**config.mk**
```make
export PLATFORM = sky130hd
export DESIGN_NAME = frame_buffer_ctrl_flat
export DESIGN_NICKNAME = d
export VERILOG_FILES = /design/src/rtl/frame_buffer_ctrl_if.sv /design/src/rtl/frame_buffer_ctrl.sv /design/src/flat_wrapper.sv
export SDC_FILE = /design/constraint.sdc
export NUM_CORES = 1
export LEC_CHECK = 0
export BUFFER_PORTS_ARGS = -buffer_cell sky130_fd_sc_hd__clkbuf_2
export CAP_MARGIN = 10
export CORE_MARGIN = 5
export CORE_UTILIZATION = 56
export CTS_BUF_LIST = sky130_fd_sc_hd__clkbuf_8
export DETAILED_ROUTE_END_ITERATION = 7
export PLACE_DENSITY = 0.78
export SETUP_SLACK_MARGIN = 0.02
export SKIP_LAST_GASP = 1
export SLEW_MARGIN = 15
export SYNTH_ARGS = -nofsm -noshare
export SYNTH_HDL_FRONTEND = slang
export SYNTH_SLANG_ARGS = --single-unit
```
**constraint.sdc**
```tcl
create_clock -name Clk -period 4.7 [get_ports Clk]
set_input_delay 0.235 -clock Clk [delete_from_list [all_inputs] [get_ports Clk]]
set_output_delay 0.235 -clock Clk [all_outputs]
set_load 0.05 [all_outputs]
```
**src/rtl/frame_buffer_ctrl_if.sv**
```systemverilog
// ============================================================================
// Module   : frame_buffer_ctrl_if
// Purpose  : Drawer write port, scan-out read port and SRAM port of the
//            double-buffered frame-buffer controller.
// Revision : 1.0
// ============================================================================
`default_nettype none

interface frame_buffer_ctrl_if #(
    parameter int ADDR_W = 17
);
    logic              wr_valid;
    logic              wr_ready;
    logic [9:0]        wr_x;
    logic [9:0]        wr_y;
    logic [7:0]        wr_color;
    logic              frame_done;
    logic              vsync_start;
    logic              rd_en;
    logic [9:0]        rd_x;
    logic [9:0]        rd_y;
    logic [7:0]        pixel_color;
    logic              pixel_valid;
    logic              buffer_using;
    logic              swap_pending;
    logic [ADDR_W-1:0] mem_addr;
    logic              mem_we;
    logic [7:0]        mem_wdata;
    logic [7:0]        mem_rdata;

    modport master (
        output wr_valid, wr_x, wr_y, wr_color, frame_done, vsync_start,
               rd_en, rd_x, rd_y, mem_rdata,
        input  wr_ready, pixel_color, pixel_valid, buffer_using, swap_pending,
               mem_addr, mem_we, mem_wdata
    );

    modport slave (
        input  wr_valid, wr_x, wr_y, wr_color, frame_done, vsync_start,
               rd_en, rd_x, rd_y, mem_rdata,
        output wr_ready, pixel_color, pixel_valid, buffer_using, swap_pending,
               mem_addr, mem_we, mem_wdata
    );
endinterface

`default_nettype wire

```
**src/rtl/frame_buffer_ctrl.sv**
```systemverilog
// ============================================================================
// Module   : frame_buffer_ctrl
// Purpose  : Double-buffered frame-buffer controller: queues drawer writes to
//            the back buffer, serves scan-out reads from the front buffer and
//            swaps buffers on vsync once the drawer has finished its frame.
// Revision : 1.0
// ============================================================================
`default_nettype none

module frame_buffer_ctrl #(
    parameter int         FB_W       = 160,
    parameter int         FB_H       = 240,
    parameter int         ADDR_W     = 17,
    parameter int         FIFO_DEPTH = 8,
    parameter logic [7:0] BG_COLOR   = 8'h00
) (
    input  wire logic          Clk,
    input  wire logic          Reset,
    frame_buffer_ctrl_if.slave bus
);

    localparam int               PTR_W      = (FIFO_DEPTH > 1) ? $clog2(FIFO_DEPTH) : 1;
    localparam logic [9:0]       C_FB_W_10  = 10'(FB_W);
    localparam logic [9:0]       C_FB_H_10  = 10'(FB_H);
    localparam logic [ADDR_W-1:0] C_FB_W_A  = ADDR_W'(FB_W);
    localparam logic [ADDR_W-1:0] C_BUF_OFS = ADDR_W'(FB_W * FB_H);
    localparam logic [PTR_W:0]   C_DEPTH    = (PTR_W + 1)'(FIFO_DEPTH);

    typedef enum logic [0:0] {
        ST_IDLE    = 1'b0,
        ST_PENDING = 1'b1
    } state_t;

    typedef struct packed {
        logic [9:0] x;
        logic [9:0] y;
        logic [7:0] color;
    } entry_t;

    state_t            r_state;
    state_t            w_state_next;
    logic              w_swap;
    logic              r_front;

    entry_t            r_fifo [FIFO_DEPTH];
    logic [PTR_W-1:0]  r_wr_ptr;
    logic [PTR_W-1:0]  r_rd_ptr;
    logic [PTR_W:0]    r_count;
    entry_t            w_head;

    logic              w_fifo_empty;
    logic              w_fifo_full;
    logic              w_wr_in_range;
    logic              w_rd_in_range;
    logic              w_push;
    logic              w_pop;
    logic              w_rd_issue;

    logic [ADDR_W-1:0] r_mem_addr;
    logic              r_mem_we;
    logic [7:0]        r_mem_wdata;

    logic              r_rd_p1;
    logic              r_rd_oor1;
    logic              r_rd_p2;
    logic              r_rd_oor2;
    logic [7:0]        r_pixel_color;
    logic              r_pixel_valid;

    function automatic logic [ADDR_W-1:0] pix_addr(input logic sel,
                                                   input logic [9:0] x,
                                                   input logic [9:0] y);
        pix_addr = (sel ? C_BUF_OFS : '0) + ADDR_W'(y) * C_FB_W_A + ADDR_W'(x);
    endfunction

    assign w_fifo_empty  = (r_count == '0);
    assign w_fifo_full   = (r_count == C_DEPTH);
    assign w_head        = r_fifo[r_rd_ptr];
    assign w_wr_in_range = (bus.wr_x < C_FB_W_10) && (bus.wr_y < C_FB_H_10);
    assign w_rd_in_range = (bus.rd_x < C_FB_W_10) && (bus.rd_y < C_FB_H_10);

    // Out-of-range writes are still handshaken so the drawer never stalls on them.
    assign bus.wr_ready  = !w_fifo_full && (r_state == ST_IDLE);
    assign w_push        = bus.wr_valid && bus.wr_ready && w_wr_in_range;
    assign w_rd_issue    = bus.rd_en && w_rd_in_range;
    assign w_pop         = !w_rd_issue && !w_fifo_empty;

    always_comb begin
        w_state_next = r_state;
        w_swap       = 1'b0;
        case (r_state)
            ST_IDLE: begin
                if (bus.frame_done) begin
                    w_state_next = ST_PENDING;
                end
            end
            ST_PENDING: begin
                if (bus.vsync_start && w_fifo_empty && !w_pop) begin
                    w_state_next = ST_IDLE;
                    w_swap       = 1'b1;
                end
            end
            default: w_state_next = ST_IDLE;
        endcase
    end

    always_ff @(posedge Clk) begin
        if (Reset) begin
            r_state <= ST_IDLE;
            r_front <= 1'b0;
        end else begin
            r_state <= w_state_next;
            if (w_swap) begin
                r_front <= ~r_front;
            end
        end
    end

    always_ff @(posedge Clk) begin
        if (w_push) begin
            r_fifo[r_wr_ptr] <= '{x: bus.wr_x, y: bus.wr_y, color: bus.wr_color};
        end
    end

    always_ff @(posedge Clk) begin
        if (Reset) begin
            r_wr_ptr <= '0;
            r_rd_ptr <= '0;
            r_count  <= '0;
        end else begin
            if (w_push) begin
                r_wr_ptr <= r_wr_ptr + 1'b1;
            end
            if (w_pop) begin
                r_rd_ptr <= r_rd_ptr + 1'b1;
            end
            case ({w_push, w_pop})
                2'b10:   r_count <= r_count + 1'b1;
                2'b01:   r_count <= r_count - 1'b1;
                default: r_count <= r_count;
            endcase
        end
    end

    // The buffer index is sampled here, at issue, so in-flight reads survive a swap.
    always_ff @(posedge Clk) begin
        if (Reset) begin
            r_mem_addr  <= '0;
            r_mem_we    <= 1'b0;
            r_mem_wdata <= '0;
        end else if (w_rd_issue) begin
            r_mem_addr  <= pix_addr(r_front, bus.rd_x, bus.rd_y);
            r_mem_we    <= 1'b0;
        end else if (w_pop) begin
            r_mem_addr  <= pix_addr(~r_front, w_head.x, w_head.y);
            r_mem_we    <= 1'b1;
            r_mem_wdata <= w_head.color;
        end else begin
            r_mem_we    <= 1'b0;
        end
    end

    always_ff @(posedge Clk) begin
        if (Reset) begin
            r_rd_p1       <= 1'b0;
            r_rd_oor1     <= 1'b0;
            r_rd_p2       <= 1'b0;
            r_rd_oor2     <= 1'b0;
            r_pixel_color <= '0;
            r_pixel_valid <= 1'b0;
        end else begin
            r_rd_p1       <= bus.rd_en;
            r_rd_oor1     <= !w_rd_in_range;
            r_rd_p2       <= r_rd_p1;
            r_rd_oor2     <= r_rd_oor1;
            r_pixel_valid <= r_rd_p2;
            if (r_rd_p2) begin
                r_pixel_color <= r_rd_oor2 ? BG_COLOR : bus.mem_rdata;
            end
        end
    end

    assign bus.mem_addr     = r_mem_addr;
    assign bus.mem_we       = r_mem_we;
    assign bus.mem_wdata    = r_mem_wdata;
    assign bus.pixel_color  = r_pixel_color;
    assign bus.pixel_valid  = r_pixel_valid;
    assign bus.buffer_using = r_front;
    assign bus.swap_pending = (r_state == ST_PENDING);

endmodule

`default_nettype wire

```
**src/flat_wrapper.sv**
```systemverilog
// flat-port wrapper written by rule: the top's interface ports become plain ports
module frame_buffer_ctrl_flat 
#(
    parameter int         FB_W       = 160,
    parameter int         FB_H       = 240,
    parameter int         ADDR_W     = 17,
    parameter int         FIFO_DEPTH = 8,
    parameter logic [7:0] BG_COLOR   = 8'h00
)
  (Clk, Reset, bus_wr_valid, bus_wr_x, bus_wr_y, bus_wr_color, bus_frame_done, bus_vsync_start, bus_rd_en, bus_rd_x, bus_rd_y, bus_mem_rdata, bus_wr_ready, bus_pixel_color, bus_pixel_valid, bus_buffer_using, bus_swap_pending, bus_mem_addr, bus_mem_we, bus_mem_wdata);
  frame_buffer_ctrl_if #(.ADDR_W(ADDR_W)) bus_i ();
  input  wire logic Clk;
  input  wire logic Reset;
  input wire logic [$bits(bus_i.wr_valid)-1:0] bus_wr_valid;
  input wire logic [$bits(bus_i.wr_x)-1:0] bus_wr_x;
  input wire logic [$bits(bus_i.wr_y)-1:0] bus_wr_y;
  input wire logic [$bits(bus_i.wr_color)-1:0] bus_wr_color;
  input wire logic [$bits(bus_i.frame_done)-1:0] bus_frame_done;
  input wire logic [$bits(bus_i.vsync_start)-1:0] bus_vsync_start;
  input wire logic [$bits(bus_i.rd_en)-1:0] bus_rd_en;
  input wire logic [$bits(bus_i.rd_x)-1:0] bus_rd_x;
  input wire logic [$bits(bus_i.rd_y)-1:0] bus_rd_y;
  input wire logic [$bits(bus_i.mem_rdata)-1:0] bus_mem_rdata;
  output wire logic [$bits(bus_i.wr_ready)-1:0] bus_wr_ready;
  output wire logic [$bits(bus_i.pixel_color)-1:0] bus_pixel_color;
  output wire logic [$bits(bus_i.pixel_valid)-1:0] bus_pixel_valid;
  output wire logic [$bits(bus_i.buffer_using)-1:0] bus_buffer_using;
  output wire logic [$bits(bus_i.swap_pending)-1:0] bus_swap_pending;
  output wire logic [$bits(bus_i.mem_addr)-1:0] bus_mem_addr;
  output wire logic [$bits(bus_i.mem_we)-1:0] bus_mem_we;
  output wire logic [$bits(bus_i.mem_wdata)-1:0] bus_mem_wdata;
  assign bus_i.wr_valid = bus_wr_valid;
  assign bus_i.wr_x = bus_wr_x;
  assign bus_i.wr_y = bus_wr_y;
  assign bus_i.wr_color = bus_wr_color;
  assign bus_i.frame_done = bus_frame_done;
  assign bus_i.vsync_start = bus_vsync_start;
  assign bus_i.rd_en = bus_rd_en;
  assign bus_i.rd_x = bus_rd_x;
  assign bus_i.rd_y = bus_rd_y;
  assign bus_i.mem_rdata = bus_mem_rdata;
  assign bus_wr_ready = bus_i.wr_ready;
  assign bus_pixel_color = bus_i.pixel_color;
  assign bus_pixel_valid = bus_i.pixel_valid;
  assign bus_buffer_using = bus_i.buffer_using;
  assign bus_swap_pending = bus_i.swap_pending;
  assign bus_mem_addr = bus_i.mem_addr;
  assign bus_mem_we = bus_i.mem_we;
  assign bus_mem_wdata = bus_i.mem_wdata;
  frame_buffer_ctrl #(.FB_W(FB_W), .FB_H(FB_H), .ADDR_W(ADDR_W), .FIFO_DEPTH(FIFO_DEPTH), .BG_COLOR(BG_COLOR)) u_core (.Clk(Clk), .Reset(Reset), .bus(bus_i));
endmodule
```
Word-level counts from Yosys, hierarchy flattened:

Memories as Yosys holds them, arrays and structs flattened. A register that Yosys moved wholly into a read port is not among the register bits.
Index checks and enable logic that the tools add are counted.

* input port bits: 62
* flip-flop bits (word level): 51
* output and inout bits: 38
* memories kept: 1
* logic and storage cells: 70
* bits in writable memories: 224

Memories
* u_core.r_fifo: words 8, bits a word 28, rd ports 1, clocked after memory_dff 1, wr ports 1, line frame_buffer_ctrl.sv:45 `entry_t r_fifo [FIFO_DEPTH];`

* add/subtract/negate cells: 8
* reductions and logical operators: 19
* multipliers: 2
* mux-type cells: 16
* $lt $le $gt $ge: 4
* eq/ne operators: 3
* bitwise gates (word level): 3

Operators by type and width (count)
* 10-bit by 8-bit < comparator with 1-bit output (second input constant): 4
* 17-bit by 10-bit adder with 17-bit output: 2
* 17-bit adder: 2
* 17-bit two-way mux: 2
* 16-bit two-way mux: 2
* 10-bit by 3-bit multiplier with 12-bit output (second input constant): 2
* 1-bit logical AND: 9
* 8-bit two-way mux: 1
* 4-bit case mux with 2 select lines: 1
* 1-bit two-way mux: 7
* 3-bit by 1-bit adder with 3-bit output (second input constant): 2
* 3-bit two-way mux: 2
* 1-bit zero test: 5
* 4-bit by 1-bit adder with 4-bit output (second input constant): 1
* 4-bit == test (second input constant): 1
* 4-bit zero test: 1
* 2-bit nonzero test: 2
* 4-bit by 1-bit subtractor with 4-bit output (second input constant): 1
* 1-bit inverter: 3
* 2-bit by 1-bit == test with 1-bit output (second input constant): 1
* 2-bit == test (second input constant): 1
* 1-bit case mux with 2 select lines: 1
* 2-bit AND reduction: 1
* 2-bit OR reduction: 1

Logic depth before layout (Yosys ltp):

Gate-level depths: netlist of run 1.

* word-level depth: 9
* mapped depth: 19
* depth with buffers taken out: 16

Worst setup path after synthesis of run 1:

No wires, ideal clock.

* kind: register to register
* start point: reg (tool-made name)
* end point: reg u_core.r_mem_addr[16], in the netlist u_core.bus.mem_addr[16]
* path buffers: 3
* setup time: 0.127 ns
* data required time: 4.573 ns
* slack: -0.326 ns
* cell stages (with the launch flop): 20
* clock period less this slack: 5.026 ns
* data arrival time: 4.898 ns
* cells stage by stage: dfxtp_1 > buf_2 > buf_2 > buf_2 > mux4_2 > mux2_2 > ha_1 > ha_1 > fa_1 > inv_1 > fa_1 > inv_1 > ha_1 > o21ai_0 > nor2_1 > nor2b_1 > nor4_1 > xnor3_1 > nor2_1 > o32ai_2

RTL lines
* end signal, assigned: line frame_buffer_ctrl.sv:152 `r_mem_addr <= pix_addr(r_front, bus.rd_x, bus.rd_y);`
* end signal, assigned: line frame_buffer_ctrl.sv:155 `r_mem_addr <= pix_addr(~r_front, w_head.x, w_head.y);`
* end, declared: line frame_buffer_ctrl.sv:59 `logic [ADDR_W-1:0] r_mem_addr;`

==> results of run 1 <==
==> cell type report <==
type                            count  area [um2]
Clock buffer                       49       674.4
Clock inverter                     30       155.1
Fill cell                        1454        7238
Inverter                           17       63.81
Multi-Input combinational cell    435        4290
Sequential cell                   278        7812
Tap cell                          280       350.3
Timing Repair Buffer              166        1104
==> synthesized netlist by cell type (2+ instances only) <==
master and count:
mux4_1 2, a21oi_1 37, fa_1 7, or3_1 3, mux4_2 54, nor4_1 3
inv_2 3, nand2b_1 5, a31oi_1 2, nor2b_1 13, a21o_1 8, o21ai_0 9
o21bai_1 6, o31ai_1 2, o21a_1 3, inv_1 14, mux2i_1 16, edfxtp_1 224
mux2_2 13, a311oi_1 4, dfxtp_1 54, a211oi_1 19, xnor2_1 21, nand4_1 3
clkbuf_1 18, buf_2 8, o211ai_1 7, o2111ai_1 2, nor3b_1 5, buf_1 2
ha_1 65, nor2_1 49, o21ai_1 5, xor2_1 14, nand2_1 32, and3_1 2
nor3_1 8
==> metal layers <==
layer | track usage | vias up | share of wire
li1 | - | 3350 | -
met1 | 0.2773 | 3514 | 0.43
met2 | 0.3429 | 237 | 0.49
met3 | 0.04128 | 47 | 0.067
met4 | 0.05367 | 0 | 0.017
met5 | 0 | - | 0
==> flip-flops by register name, indices dropped and copies added, names as in the netlist, named ones only <==
register                 count
u_core.bus.pixel_valid       1
u_core.bus.mem_addr         17
u_core.r_rd_p2               1
u_core.bus.pixel_color       8
u_core.r_wr_ptr              3
u_core.bus.swap_pending      1
u_core.bus.mem_wdata         8
u_core.r_rd_oor2             1
u_core.r_count               4
u_core.r_rd_ptr              3
u_core.r_rd_p1               1
u_core.bus.mem_we            1
u_core.bus.buffer_using      1
u_core.r_rd_oor1             1
u_core.r_fifo              224
==> kinds of logic (layout without fill, tap and decap cells) <==
kind of cell,Yosys count,in the layout,synth area share
compound gates,112,112,0.06029
simple gates,129,129,0.04985
buf+inv,47,262,0.01617
flops,278,278,0.6387
mux,86,86,0.1301
xor+xnor,36,36,0.02692
fa+ha+maj,72,72,0.07799
==> repair_timing <==
item | CTS | global route
hold endpoints to repair | 204 | 0
setup buffers | 0 | 3
setup endpoints to repair | 1 | 1
resized for setup | 2 | 4
pin swaps | 0 | 3
hold buffers | 39 | 0
==> worst reg2reg max path, stage by stage (launching register included) <==
cell	delay (ps)
dfxtp_4	420
buf_4	150
mux4_2	480
mux2_2	320
ha_1	220
ha_1	210
fa_1	490
inv_1	50
fa_1	490
inv_1	60
ha_4	280
o21ai_0	80
nor2_1	170
nor2b_1	90
nor4_2	310
xnor3_1	270
nor2_2	110
o32ai_2	80
==> power breakdown <==
| part | total (W) | leakage (nW) | switching, W | internal (W) |
|---|---|---|---|---|
| clock network | 0.00189 | 0.499 | 0.000877 | 0.00101 |
| logic | 0.00498 | 2.38 | 0.00274 | 0.00224 |
| registers | 0.00295 | 2.46 | 0.000135 | 0.00281 |
==> layout by cell type (no fill, tap or decap), types with 32 or more instances in the layout <==
| cell type | netlist | final |
|---|---|---|
| dfxtp_1 | 54 | 52 |
| nand2_1 | 32 | 32 |
| dlygate4sd3_1 | 0 | 39 |
| ha_1 | 65 | 64 |
| mux4_2 | 54 | 54 |
| inv_1 | 14 | 36 |
| edfxtp_1 | 224 | 224 |
| clkbuf_8 | 0 | 49 |
| a21oi_1 | 37 | 36 |
| nor2_1 | 49 | 45 |
| clkbuf_2 | 0 | 99 |
==> worst paths after layout <==
path	depth (start not counted)	to	slack, ps
hold reg to reg	1	u_core.r_rd_oor2	440
setup / recovery	17	u_core.bus.mem_addr[16]	300
hold / removal	1	u_core.r_fifo[3][26]	40
setup reg to reg	17	u_core.bus.mem_addr[16]	300
==> metrics by stage <==
| step | TNS (ps) | util | setup slack (ps) | total power (W) | cells |
|---|---|---|---|---|---|
| global placement | 0 | 0.6075 | 129.8 | 0.007615 | 1134 |
| finish | 0 | 0.6663 | 303.0 | 0.009814 | 1255 |
| CTS | 0 | 0.6642 | 75.37 | 0.009666 | 1252 |
| detailed placement | -5.160 | 0.6075 | -5.160 | 0.007701 | 1134 |
| global route | 0 | 0.6663 | 41.48 | 0.01050 | 1255 |
| floorplan | 0 | - | 29.53 | 0.006740 | 760 |
==> impl_metrics.tcl, run 1 <==
set metrics [dict create \
    period_share 0.9355 \
    relSlewSlack 0.2580 \
    first_global_vias 7364 \
    place_congestion 0.8026 \
    grt.total_usage 0.2045 \
    portBuffers 99 \
    ir_worst_vdd_mv 0.6851 \
    core_area_um2 21690 \
    setup_violations 0 \
    slew_viol_final 0 \
    area_growth_pct 18.21 \
    cts_buffers 43 \
    holdWs_ps 42.75 \
    synth_area_leaders "edfxtp_1 (55%), mux4_2 (9.9%), dfxtp_1 (8.8%), ha_1 (6.7%), a21oi_1 (1.5%)" \
    clockBufferDepth 3 \
    synthArstFlopShare 0 \
    hold_viol_final 0 \
    period_needed_ps 4397 \
    io-pin-count 100 \
    grt_max_degree 52 \
    path_buf_inv 3 \
    worst_pin_slew_ps 1112 \
    max_stage_delay_ps 490 \
    synth_top_area_share 0.5503 \
    hp-class "in2reg" \
    critPathLaunchType "flip-flop" \
    htree_levels 2 \
    antennaDiodeCount 0 \
    antenna_found_initial 0 \
    cts_tree "built" \
    die_h_um 157.7 \
    dp_hpwl_um 15820 \
    ys_ff_latch 278 \
    crit_type "reg2reg" \
    clk-insertion-delay-late_ps 540 \
    fin_skew_ps 19.56 \
    synth_cells 760 \
    die_area_um2 24880 \
    yosys.area.top_type "edfxtp_1" \
    fin_area_um2 14450 \
    ys_seq_area_frac 0.6387 \
    max_freq_mhz 227.4 \
    synth.distinct_cells 55 \
    drive_gt1_frac 0.2779 \
    critical_path.top_delay_family "adder cells" \
    grt_pass1_wl_um 39270 \
    crit_arrival_ps 4800 \
    cts_root_buf "clkbuf_8" \
    setup.worst_path.end_class "flip-flop" \
    ys.flop_type "edfxtp_1" \
    slowest_stage "fa_1" \
    routed_wl_um 25000 \
    status "finished clean" \
    rsz0062_at_grt "false" \
    fin_nets 1075 \
    synthesis.area_um2 12220 \
    rows 54 \
    critPathMaxFanout 8 \
    routedWlPerCell_um 19.92 \
    hp-start "bus_wr_x[8]" \
    drcViolationCount 0 \
    cp.required_ps 5100 \
    drt_iter0_drc 455 \
    cts_num_sinks 278 \
    cap_violations 0 \
    dpl_cell_area_um2 13180 \
    gr-total-overflow 0 \
    drtAntennaViolNets 0 \
    p_leak_nw 5.337 \
    power.density_nw_per_um2 679.2 \
    avgSynthCellArea_um2 16.08 \
    clkSlewWorstSetupHoldPaths_ps 60 \
    yosysWarnings 0 \
    synthesis.nets 894 \
    dieWidth_um 157.7 \
    vias 7148 \
    start_util 0.5636 \
    first_pass_iters 5 \
    path_cells "buf_4, mux4_2, mux2_2, ha_1, ha_1, fa_1, inv_1, fa_1, inv_1, ha_4, o21ai_0, nor2_1, nor2b_1, nor4_2, xnor3_1, nor2_2, o32ai_2" \
    synth_edf_count 224 \
    viasPerCell 5.696 \
]
(Power assumes the default switching activity.)
==> run 2: changes to the inputs <==
--- a/config.mk
+++ b/config.mk
@@ -11,7 +11,7 @@
 export CORE_UTILIZATION = 56
 export CTS_BUF_LIST = sky130_fd_sc_hd__clkbuf_8
 export DETAILED_ROUTE_END_ITERATION = 7
-export PLACE_DENSITY = 0.78
+export PLACE_DENSITY = 0.82
 export SETUP_SLACK_MARGIN = 0.02
 export SKIP_LAST_GASP = 1
 export SLEW_MARGIN = 15
==> impl_metrics.tcl, run 2 (synthesis results as in run 1) <==
set metrics [dict create \
    ir_worst_vdd_mv 0.6145 \
    largest_register_ffs 224 \
    clk-insertion-delay-late_ps 560 \
    multi_input_area_um2 4295 \
    hold_viol_final 0 \
    period_share 0.9606 \
    crit_arrival_ps 4970 \
    fin_area_um2 14620 \
    max_stage_delay_ps 510 \
    setup_violations 0 \
    max_freq_mhz 221.5 \
    cts_num_sinks 278 \
    die_area_um2 24880 \
    rr_worst_depth 19 \
    viasPerCell 5.736 \
    cts_root_buf "clkbuf_8" \
    seq_power_share 0.293 \
    regMostFlops "u_core.r_fifo" \
    grt_max_degree 52 \
    dpl_cell_area_um2 13150 \
    dieWidth_um 157.7 \
    crit_type "reg2reg" \
    critical_path.top_delay_family "adder cells" \
    hp-class "in2reg" \
    place_congestion 0.8376 \
    area_growth_pct 19.60 \
    htree_levels 2 \
    drtAntennaViolNets 0 \
    final_common_cell "edfxtp_1" \
    fin_nets 1080 \
    path_buf_inv 5 \
    r2r_end "u_core.bus.mem_addr[15]" \
    antenna_found_initial 0 \
    nFillCells 1405 \
    fin_skew_ps 26.46 \
    utilization 0.6741 \
    dp_hpwl_um 16200 \
    antennaDiodeCount 0 \
    cts_buffers 44 \
    grt.total_usage 0.2106 \
    sw_frac_of_total 0.3768 \
    ff_latch_area_um2 7815 \
    fin_ws_ps 185.4 \
    pwr-share-clk 0.211 \
    place_ws_ps 73.49 \
    routed_wl_um 25980 \
    hold_path_depth 1 \
    power.density_nw_per_um2 686.0 \
    rows 54 \
    mostFrequentLayoutCells "edfxtp_1 (224), clkbuf_2 (99), ha_1 (63), mux4_2 (54), dfxtp_1 (52)" \
    gr-total-overflow 0 \
    vias 7239 \
    holdPathEnd "u_core.r_fifo[3][26]" \
    io-pin-count 100 \
    start_util 0.5636 \
    holdWs_ps 40.54 \
    reg2reg_setup_slack_ps 190 \
    cp.required_ps 5150 \
    p_int_w 0.006250 \
    status "finished clean" \
    clockBufferDepth 3 \
    critPathLaunchType "flip-flop" \
    cts_tree "built" \
    first_pass_iters 5 \
    routedWlPerCell_um 20.59 \
    relSlewSlack 0.5097 \
    die_h_um 157.7 \
    drcViolationCount 0 \
    drt_iter0_drc 468 \
    p_sw_w 0.003779 \
    p_leak_nw 5.371 \
    slew_viol_final 0 \
    critPathMaxFanout 5 \
    portBuffers 99 \
    path_cells "buf_12, buf_12, mux4_2, mux2_4, ha_1, ha_2, fa_1, inv_1, fa_1, inv_1, ha_1, buf_4, o21ai_1, o21bai_1, nand2_1, a211oi_1, xnor2_1, o211a_1, a211oi_1" \
    slowest_stage "fa_1" \
    drive_gt1_frac 0.2851 \
    hp-start "bus_wr_x[8]" \
    p_total_w 0.01003 \
    first_global_vias 7504 \
    cap_violations 0 \
    core_area_um2 21690 \
    grt_pass1_wl_um 40300 \
    period_needed_ps 4515 \
    clkSlewWorstSetupHoldPaths_ps 60 \
    setup.worst_path.end_class "flip-flop" \
    power_frac_comb 0.496 \
    worst_pin_slew_ps 731.1 \
]
==> run 2: cell count changes in the layout (fill, tap and decap cells not counted), moves of 2 or more <==
cell / change
bufinv_16: +2
clkbuf_8: +2
clkinv_2: +2
dlygate4sd3_1: +3
mux2_4: +4
mux2_2: -4
clkinv_1: +9
inv_1: -14
buf_12: +2
==> run 2: area by class of cell <==
type | count | share of cell area
Clock buffer | 51 | 0.04801
Sequential cell | 278 | 0.5345
Multi-Input combinational cell | 435 | 0.2938
Inverter | 17 | 0.004365
Tap cell | 280 | 0.02396
Timing Repair Buffer | 170 | 0.07950
Clock inverter | 31 | 0.01583
==> run 2: power by group through the flow <==
stage / logic (W) / clock network, W / registers, W
final: 0.00498 / 0.00211 / 0.00294
after global routing: 0.00549 / 0.00229 / 0.00296
after CTS: 0.00478 / 0.00217 / 0.00295
after detailed placement: 0.00469 / 0 / 0.00300
after global placement: 0.00457 / 0 / 0.00300
after floorplan: 0.00347 / 0 / 0.00327
==> run 2: layer usage <==
layer,global-route usage,share of wire
met2,0.3486,0.49
met1,0.2837,0.42
met4,0.06227,0.022
met5,0,0
met3,0.04675,0.071
==> run 2: worst max-delay path by stage <==
stage,startpoint,to,slack (ps),depth (start not counted)
after floorplan,flip-flop,u_core.bus.mem_addr[16],30,19
after global placement,flip-flop,u_core.bus.mem_addr[16],210,16
after detailed placement,flip-flop,u_core.bus.mem_addr[16],70,16
after CTS,flip-flop,u_core.bus.mem_addr[16],40,16
after global routing,flip-flop,u_core.bus.mem_addr[16],-20,18
final,flip-flop,u_core.bus.mem_addr[15],190,19
==> run 2: timing repair <==
| item | CTS | global route |
|---|---|---|
| hold buffers | 42 | 0 |
| resized for setup | 0 | 12 |
| endpoints found under the hold margin | 220 | 0 |
| setup buffers | 0 | 6 |
| endpoints found under the setup margin | 0 | 2 |
==> run 2: worst register-to-register path: stages, from the launching register on <==
cell	delay (ps)
dfxtp_4	360
buf_12	120
buf_12	110
mux4_2	510
mux2_4	330
ha_1	210
ha_2	180
fa_1	470
inv_1	50
fa_1	510
inv_1	40
ha_1	290
buf_4	120
o21ai_1	60
o21bai_1	200
nand2_1	90
a211oi_1	250
xnor2_1	110
o211a_1	210
a211oi_1	190
==> run 2: through the flow <==
| stage | setup TNS, ps | instances |
|---|---|---|
| global placement | 0 | 1132 |
| floorplan | 0 | 760 |
| finish | 0 | 1262 |
| detailed placement | 0 | 1132 |
| global route | -39.72 | 1262 |
| CTS | 0 | 1256 |
==> run 3: changes to the inputs <==
--- a/config.mk
+++ b/config.mk
@@ -7,11 +7,11 @@
 export LEC_CHECK = 0
 export BUFFER_PORTS_ARGS = -buffer_cell sky130_fd_sc_hd__clkbuf_2
 export CAP_MARGIN = 10
-export CORE_MARGIN = 5
+export CORE_MARGIN = 1
 export CORE_UTILIZATION = 56
 export CTS_BUF_LIST = sky130_fd_sc_hd__clkbuf_8
 export DETAILED_ROUTE_END_ITERATION = 7
-export PLACE_DENSITY = 0.82
+export PLACE_DENSITY = 0.89
 export SETUP_SLACK_MARGIN = 0.02
 export SKIP_LAST_GASP = 1
 export SLEW_MARGIN = 15
==> impl_metrics.tcl, run 3 (synthesis results as in run 1) <==
set metrics [dict create \
    status "finished clean" \
    drive_gt1_frac 0.2760 \
    routed_wl_um 25500 \
    clk-insertion-delay-late_ps 560 \
    critical_path.top_delay_family "adder cells" \
    p_leak_nw 5.356 \
    crit_type "reg2reg" \
    max_stage_delay_ps 490 \
    drt_iter0_drc 431 \
    cp.required_ps 5130 \
    relSlewSlack 0.2163 \
    rsz0062_at_grt "true" \
    final_common_cell "edfxtp_1" \
    place_congestion 0.8371 \
    vias 7282 \
    cpMostUsedCell "ha_1" \
    htree_levels 2 \
    regMostFlops "u_core.r_fifo" \
    setup_violations 0 \
    setup_tns_ps 0 \
    ff_latch_area_um2 7812 \
    core_area_um2 21220 \
    portBuffers 99 \
    dieWidth_um 149.7 \
    die_h_um 149.7 \
    period_share 0.9507 \
    largest_register_ffs 224 \
    slew_viol_final 0 \
    clockBufferDepth 3 \
    crit_arrival_ps 4900 \
    path_buf_inv 3 \
    max_freq_mhz 223.8 \
    cts_num_sinks 278 \
    cts_buffers 44 \
    rows 53 \
    cts_tree "built" \
    worst_pin_slew_ps 1176 \
    grt_max_degree 52 \
    slowest_stage "mux4_2" \
    start_util 0.5761 \
    fin_nets 1070 \
    dp_hpwl_um 15750 \
    drtAntennaViolNets 0 \
    ir_worst_vdd_mv 0.5899 \
    antenna_found_initial 1 \
    grt.total_usage 0.2348 \
    clkSlewWorstSetupHoldPaths_ps 60 \
    multi_input_area_um2 4263 \
    fin_skew_ps 27.37 \
    power.density_nw_per_um2 680.2 \
    routedWlPerCell_um 20.45 \
    hold_viol_final 0 \
    first_pass_iters 5 \
    first_global_vias 7414 \
    hp-class "in2reg" \
    fin_area_um2 14530 \
    grt_pass1_wl_um 39330 \
    cap_violations 0 \
    cts_root_buf "clkbuf_8" \
    viasPerCell 5.840 \
    die_area_um2 22420 \
    mostFrequentLayoutCells "edfxtp_1 (224), clkbuf_2 (99), ha_1 (65), mux4_2 (54)" \
    gr-total-overflow 0 \
    setup.worst_path.end_class "flip-flop" \
    critPathMaxFanout 7 \
    drcViolationCount 0 \
    path_cells "buf_12, mux4_2, mux2_2, ha_1, ha_1, fa_1, inv_1, fa_1, inv_1, ha_1, o21ai_1, o21bai_1, nand2_1, a211oi_1, xnor2_1, o211a_1, a211oi_1" \
    nFillCells 1330 \
    io-pin-count 100 \
    period_needed_ps 4468 \
    critPathLaunchType "flip-flop" \
    dpl_cell_area_um2 13090 \
    area_growth_pct 18.87 \
]
==> run 3: final timing paths <==
path,start,end,slack (ps),cells past startpoint
setup / recovery,flip-flop,u_core.bus.mem_addr[15],230,17
hold / removal,bus_wr_y[8],u_core.r_fifo[7][16],60,1
setup reg to reg,flip-flop,u_core.bus.mem_addr[15],230,17
hold reg to reg,u_core.r_rd_oor1,u_core.r_rd_oor2,440,1
==> run 3: final cells by class <==
class,instances,area share
Inverter,17,0.004391
Multi-Input combinational cell,435,0.2934
Clock buffer,52,0.04925
Clock inverter,29,0.01696
Tap cell,275,0.02368
Sequential cell,278,0.5376
Timing Repair Buffer,160,0.07457
Antenna cell,1,0.0001722
==> run 3: per-layer routing <==
metal / global-route usage / wire (um) / part of all wire
met5: 0 / 0 / 0
met1: 0.2956 / 10290 / 0.40
met2: 0.4120 / 13190 / 0.52
met4: 0.07475 / 396 / 0.016
met3: 0.04207 / 1624 / 0.064
==> run 3: report_power, final <==
part           total (W)  leakage (nW)  internal [W]  switching, W
clock network    0.00217         0.550       0.00124      0.000927
logic            0.00477          2.35       0.00215       0.00263
registers        0.00295          2.46       0.00281      0.000133
total            0.00988          5.36       0.00620       0.00369
==> run 3: what timing repair did <==
action                                  in CTS  in global routing
hold endpoints to repair                   231                  0
setup buffers                                3                  0
endpoints found under the setup margin       1                  1
gates resized for setup                      0                  1
pin swaps                                    0                  2
hold buffers                                42                  0
==> run 3: worst reg2reg max path, cell delays in order (launching register included) <==
cell and delay (ps):
dfxtp_4 430, buf_12 140, mux4_2 490, mux2_2 310
ha_1 210, ha_1 210, fa_1 490, inv_1 50
fa_1 490, inv_1 40, ha_1 330, o21ai_1 90
o21bai_1 190, nand2_1 80, a211oi_1 270, xnor2_1 100
o211a_1 210, a211oi_1 200
==> run 3: through the flow <==
| stage | hold WS [ps] | total power, W | util | setup WS, ps | instances |
|---|---|---|---|---|---|
| after floorplan | 333.9 | 0.006740 | - | 29.53 | 760 |
| after global placement | 417.5 | 0.007506 | 0.6170 | 128.1 | 1120 |
| after detailed placement | 428.7 | 0.007637 | 0.6170 | 16.05 | 1120 |
| after CTS | 27.74 | 0.009896 | 0.6844 | 84.12 | 1246 |
| after global routing | 43.84 | 0.01060 | 0.6848 | 0.4290 | 1247 |
| final | 60.39 | 0.009884 | 0.6848 | 231.7 | 1247 |
